===== src/rtl/chirp_gen_pkg.sv =====
// Shared definitions for the chirp phase generator: chirp type encodings
// and the controller state encoding.
package chirp_gen_pkg;

  localparam int CHIRP_TYPE_SIZE = 2;

  localparam logic [CHIRP_TYPE_SIZE-1:0] TYPE_UP    = 2'd0;
  localparam logic [CHIRP_TYPE_SIZE-1:0] TYPE_DOWN  = 2'd1;
  localparam logic [CHIRP_TYPE_SIZE-1:0] TYPE_QDOWN = 2'd2;

  typedef enum logic [1:0] {
    ST_IDLE = 2'd0,
    ST_LOAD = 2'd1,
    ST_RUN  = 2'd2
  } state_t;

endpackage


===== src/rtl/chirp_freq_step.sv =====
// Next instantiated frequency of a chirp: one step of phase_inc in the chirp
// direction, folded back into the band [-bw/2, +bw/2) by one bw_sr.
module chirp_freq_step #(
  parameter int PRECISION = 32
) (
  input  logic [PRECISION-1:0] freq,
  input  logic [PRECISION-1:0] phase_inc,
  input  logic [PRECISION-1:0] bw_sr,
  input  logic                 up,
  output logic [PRECISION-1:0] next_freq
);

  logic [PRECISION-1:0] half;
  logic [PRECISION-1:0] neg_half;
  logic [PRECISION-1:0] stepped;

  // Step the frequency and wrap it when it leaves the band edge in the step direction
  always_comb begin
    half      = bw_sr >> 1;
    neg_half  = '0 - half;
    stepped   = '0;
    next_freq = freq;
    if (up) begin
      stepped = freq + phase_inc;
      if ($signed(stepped) >= $signed(half)) next_freq = stepped - bw_sr;
      else                                   next_freq = stepped;
    end else begin
      stepped = freq - phase_inc;
      if ($signed(stepped) < $signed(neg_half)) next_freq = stepped + bw_sr;
      else                                      next_freq = stepped;
    end
  end

endmodule


===== src/rtl/chirp_gen.sv =====
// Per-symbol chirp phase generator. Captures one symbol request, seeds the
// instantaneous frequency, then emits one phase sample per accepted beat.
// The phase accumulator runs continuously across symbols.
module chirp_gen
  import chirp_gen_pkg::*;
#(
  parameter int PRECISION = 32,
  parameter int SYM_W     = 12
) (
  input  logic                       clk,
  input  logic                       rst,
  input  logic                       sym_valid,
  output logic                       sym_ready,
  input  logic [SYM_W-1:0]           sym_value,
  input  logic [CHIRP_TYPE_SIZE-1:0] chirp_type,
  input  logic [3:0]                 sf,
  input  logic [PRECISION-1:0]       bw_sr,
  input  logic [PRECISION-1:0]       phase_inc,
  input  logic [PRECISION-1:0]       symbol_size,
  output logic                       out_valid,
  input  logic                       out_ready,
  output logic [PRECISION-1:0]       phase_out,
  output logic [PRECISION-1:0]       freq_out,
  output logic                       sym_done
);

  state_t                     state;
  logic [SYM_W-1:0]           sym_r;
  logic [CHIRP_TYPE_SIZE-1:0] type_r;
  logic [3:0]                 sf_r;
  logic [PRECISION-1:0]       bw_r;
  logic [PRECISION-1:0]       inc_r;
  logic [PRECISION-1:0]       size_r;
  logic [PRECISION-1:0]       counter;

  logic                       is_up;
  logic [PRECISION-1:0]       half;
  logic [PRECISION-1:0]       sym_ext;
  logic [PRECISION-1:0]       offset;
  logic [PRECISION-1:0]       init_freq;
  logic [PRECISION-1:0]       next_freq;
  logic                       last_beat;

  // Starting frequency of the latched symbol: up-chirps start at the band
  // bottom shifted by m bins, down-chirps one step below the band top
  always_comb begin
    is_up     = (type_r == TYPE_UP);
    half      = bw_r >> 1;
    sym_ext   = {{(PRECISION-SYM_W){1'b0}}, sym_r};
    offset    = sym_ext * (bw_r >> sf_r);
    init_freq = is_up ? (offset - half) : (half - inc_r);
    last_beat = (counter == size_r - PRECISION'(1));
  end

  chirp_freq_step #(
    .PRECISION (PRECISION)
  ) u_freq_step (
    .freq      (freq_out),
    .phase_inc (inc_r),
    .bw_sr     (bw_r),
    .up        (is_up),
    .next_freq (next_freq)
  );

  // Controller: capture a request, seed the frequency, then stream samples
  always_ff @(posedge clk or posedge rst) begin
    if (rst) begin
      state     <= ST_IDLE;
      sym_ready <= 1'b1;
      out_valid <= 1'b0;
      sym_done  <= 1'b0;
      phase_out <= '0;
      freq_out  <= '0;
      counter   <= '0;
      sym_r     <= '0;
      type_r    <= TYPE_UP;
      sf_r      <= '0;
      bw_r      <= '0;
      inc_r     <= '0;
      size_r    <= '0;
    end else begin
      sym_done <= 1'b0;
      case (state)
        ST_IDLE: begin
          if (sym_valid && sym_ready) begin
            sym_r     <= sym_value;
            type_r    <= chirp_type;
            sf_r      <= sf;
            bw_r      <= bw_sr;
            inc_r     <= phase_inc;
            size_r    <= symbol_size;
            sym_ready <= 1'b0;
            state     <= ST_LOAD;
          end
        end
        ST_LOAD: begin
          freq_out <= init_freq;
          counter  <= '0;
          if (size_r == '0) begin
            sym_done  <= 1'b1;
            sym_ready <= 1'b1;
            state     <= ST_IDLE;
          end else begin
            out_valid <= 1'b1;
            state     <= ST_RUN;
          end
        end
        ST_RUN: begin
          if (out_ready) begin
            phase_out <= phase_out + freq_out;
            freq_out  <= next_freq;
            counter   <= counter + PRECISION'(1);
            if (last_beat) begin
              out_valid <= 1'b0;
              sym_done  <= 1'b1;
              sym_ready <= 1'b1;
              state     <= ST_IDLE;
            end
          end
        end
        default: begin
          out_valid <= 1'b0;
          sym_ready <= 1'b1;
          state     <= ST_IDLE;
        end
      endcase
    end
  end

endmodule


===== config.mk =====
export PLATFORM = sky130hd
export DESIGN_NAME = chirp_gen
export DESIGN_NICKNAME = d
export VERILOG_FILES = /design/src/rtl/chirp_gen_pkg.sv /design/src/rtl/chirp_freq_step.sv /design/src/rtl/chirp_gen.sv
export SDC_FILE = /design/constraint.sdc
export NUM_CORES = 2
export LEC_CHECK = 0
export CORE_UTILIZATION = 50
export CTS_CLUSTER_SIZE = 24
export DETAILED_ROUTE_END_ITERATION = 7
export HOLD_SLACK_MARGIN = 0.02
export PLACE_DENSITY = 0.68
export SYNTH_ARGS = -nofsm -noshare
export SYNTH_HDL_FRONTEND = slang
export SYNTH_HIERARCHICAL = 1
export SYNTH_SLANG_ARGS = --single-unit

===== constraint.sdc =====
create_clock -name clk -period 14.85 [get_ports clk]
set_input_delay 2.97 -clock clk [delete_from_list [all_inputs] [get_ports clk]]
set_output_delay 2.97 -clock clk [all_outputs]
set_load 0.03 [all_outputs]

==> flow_metrics.tcl <==
set metrics [dict create \
    status "finished clean" \
    clk_latency_ns 0.61 \
    finClkSkew_ns 0.0149 \
    r2r_end "freq_out[30]" \
    post-synth-top-count-cell "inv_1" \
    setup_viol 0 \
    numCtsBuffers 29 \
    worstReg2RegStart "sf_r[1]" \
    wl_per_cell_um 20.2 \
    yosysWarnings 6 \
    p_leak_nw 17.0 \
    root_buffer "clkbuf_16" \
    dp_hpwl_um 80500 \
    vias 29795 \
    n_fill_cell 6307 \
    grt_setup_unrepaired "false" \
    grt_pass1_wl_um 163000 \
    synth_edf_count 0 \
    die_w_um 264 \
    antenna_found_initial 2 \
    crit_start "sf_r[1]" \
    crit_arrival_ns 9.34 \
    synthArstFlopShare 1.00 \
    wirelength_um 103000 \
    clk_pin_slew_ns 0.07 \
    cts_tree "done" \
    remaining_drc_errors 0 \
    drt_first_pass_iters 5 \
    portBuffers 184 \
    cp-end-kind "register" \
    power.density_nw_per_um2 59.4 \
    ys.flop_type "dfrtp_1" \
    die_area_um2 69700 \
    cts-hold-fix-buffers 0 \
    max_cap_viol_count 0 \
    cp_slowest_cell "dfrtp_2" \
    overflow 0 \
    yosys-top-cells-count "inv_1, nand2_1, ha_1, fa_1, a21oi_1" \
    period_minus_slack_ns 8.82 \
    synth-seq-cells 215 \
    crit_required_ns 15.37 \
    ant_nets 0 \
    cp_max_fo 47 \
    crit_type "register to register" \
    cp-start-kind "register" \
    grt_start_max_net_pins 83 \
    dieHeight_um 264 \
    hold_viol_final 0 \
    synth.top_cell.area_share 0.160 \
    max-slew-margin-rel 0.160 \
    drt_iter0_drc 2466 \
    synth_top_area_cell "fa_1" \
    syn_inst 4109 \
    critPathMaxStageDelay_ns 0.98 \
    syn_nets 4815 \
    fin_tns_setup_ns 0 \
    synth_cell_types 103 \
    syn_area_um2 34300 \
    synthTopCellsByArea "fa_1, dfrtp_1, ha_1" \
    grt_use_total 0.295 \
    area_growth_pct 10.7 \
    regToRegSetupSlack_ns 6.03 \
    start_util 0.508 \
    cts_setup_buffers 0 \
    stdcell_count 5093 \
    core_um2 67500 \
    rows 95 \
    worst_pin_slew_ns 1.26 \
    post-route-period-util 0.594 \
    gp_congestion 0.952 \
    syn_avg_cell_area_um2 8.35 \
    dp.cells 5039 \
    cts.repair.resized 0 \
    vias_per_cell 5.85 \
    drive_above_1_share 0.0709 \
    crit_top_cell "fa_1" \
    hp-class "register to register" \
    first_global_vias 29258 \
    nNetsFinal 4903 \
    ir_drop_uv 92.9 \
    num_io_pins 185 \
    rr_worst_depth 29 \
    cts_buffer_depth 3 \
    yosysSeqAreaShare 0.157 \
    drv_slew 0 \
    cts_sinks 215 \
    htree_levels 1 \
    fmax_ghz 0.113 \
    crit_end "freq_out[30]" \
]
## where the power goes
group          switching, mW  total (mW)  internal (mW)
Clock                  0.313       0.800          0.487
Combinational          0.432       0.765          0.332
Sequential            0.0525       0.689          0.637
Total                  0.798        2.25           1.46
## state kept, by name, summed over array words and instances (netlist names)
signal     flops
freq_out      32
out_valid      1
sym_done       1
sym_r         12
size_r        32
inc_r         32
sym_ready      1
type_r         2
counter       32
phase_out     32
state          2
sf_r           4
bw_r          32
## stage by stage
step | utilization | setup WS, ns | hold slack, ns | power (mW) | cell area, µm²
finish | 0.562 | 6.03 | 0.506 | 2.25 | 38000
global route | 0.562 | 5.53 | 0.530 | 2.38 | 38000
CTS | 0.562 | 6.24 | 0.511 | 2.27 | 38000
detailed placement | 0.547 | 6.29 | 0.498 | 1.45 | 36900
global placement | 0.547 | 6.46 | 0.484 | 1.45 | 36900
floorplan | - | 6.00 | 0.471 | 1.22 | 34300
## metal layers
layer / global-route usage / up-vias / routed length [µm]
met5: 0 / - / 0
met4: 0.0999 / 0 / 3790
met3: 0.0275 / 176 / 5340
met2: 0.496 / 918 / 48400
met1: 0.396 / 14389 / 45300
li1: - / 14312 / -
## logic make-up after synthesis
family	synth area share
simple gates	0.170
compound gates	0.180
buf+inv	0.0766
fa+ha+maj	0.274
xor+xnor	0.0679
mux	0.0748
flops	0.157
## final cells by class
class | count | area (µm²) | share of cell area
well taps | 873 | 1090 | 0.0288
clock inverters | 16 | 254 | 0.00669
repair buffers | 230 | 2180 | 0.0575
clock buffers | 37 | 806 | 0.0212
inverters | 512 | 1930 | 0.0508
flip-flops and latches | 215 | 5380 | 0.142
diodes | 1 | 2.50 | 0.0000659
multi-input cells | 3209 | 26300 | 0.693
## layout by cell type (no fill, tap or decap), types with 43 or more instances in the layout
master	n
clkdlybuf4s50_1	183
a211oi_1	57
xnor2_1	169
xor2_1	96
o21ai_0	197
dfrtp_1	213
and2_1	119
fa_1	274
mux2i_1	84
mux2_2	132
ha_1	313
nand3_1	88
nand2_1	440
a21o_1	82
nor2_1	215
inv_1	507
o211ai_1	43
nor3_1	48
a21oi_1	251
buf_4	46
nand2b_1	44
## worst max-delay path: cells and delay by family (launching register included)
family / cells / cell delay, ns
AO/OA/AOI/OAI: 8 / 2.96
adder cells (fa/ha/maj): 6 / 2.63
buffers and inverters: 4 / 0.26
flip-flops: 1 / 0.98
AND/OR/NAND/NOR: 11 / 1.90
## how the worst min path moves through the flow
stage               startpoint         to  slack (ns)  depth (start not counted)
floorplan            type_r[0]  type_r[0]        0.47                          1
global placement     type_r[0]  type_r[0]        0.48                          1
detailed placement    sym_r[2]   sym_r[2]        0.50                          1
CTS                  type_r[1]  type_r[1]        0.51                          1
global route          sym_r[2]   sym_r[2]        0.53                          1
finish               type_r[1]  type_r[1]        0.51                          1
Power figures use the tool's default switching activity.
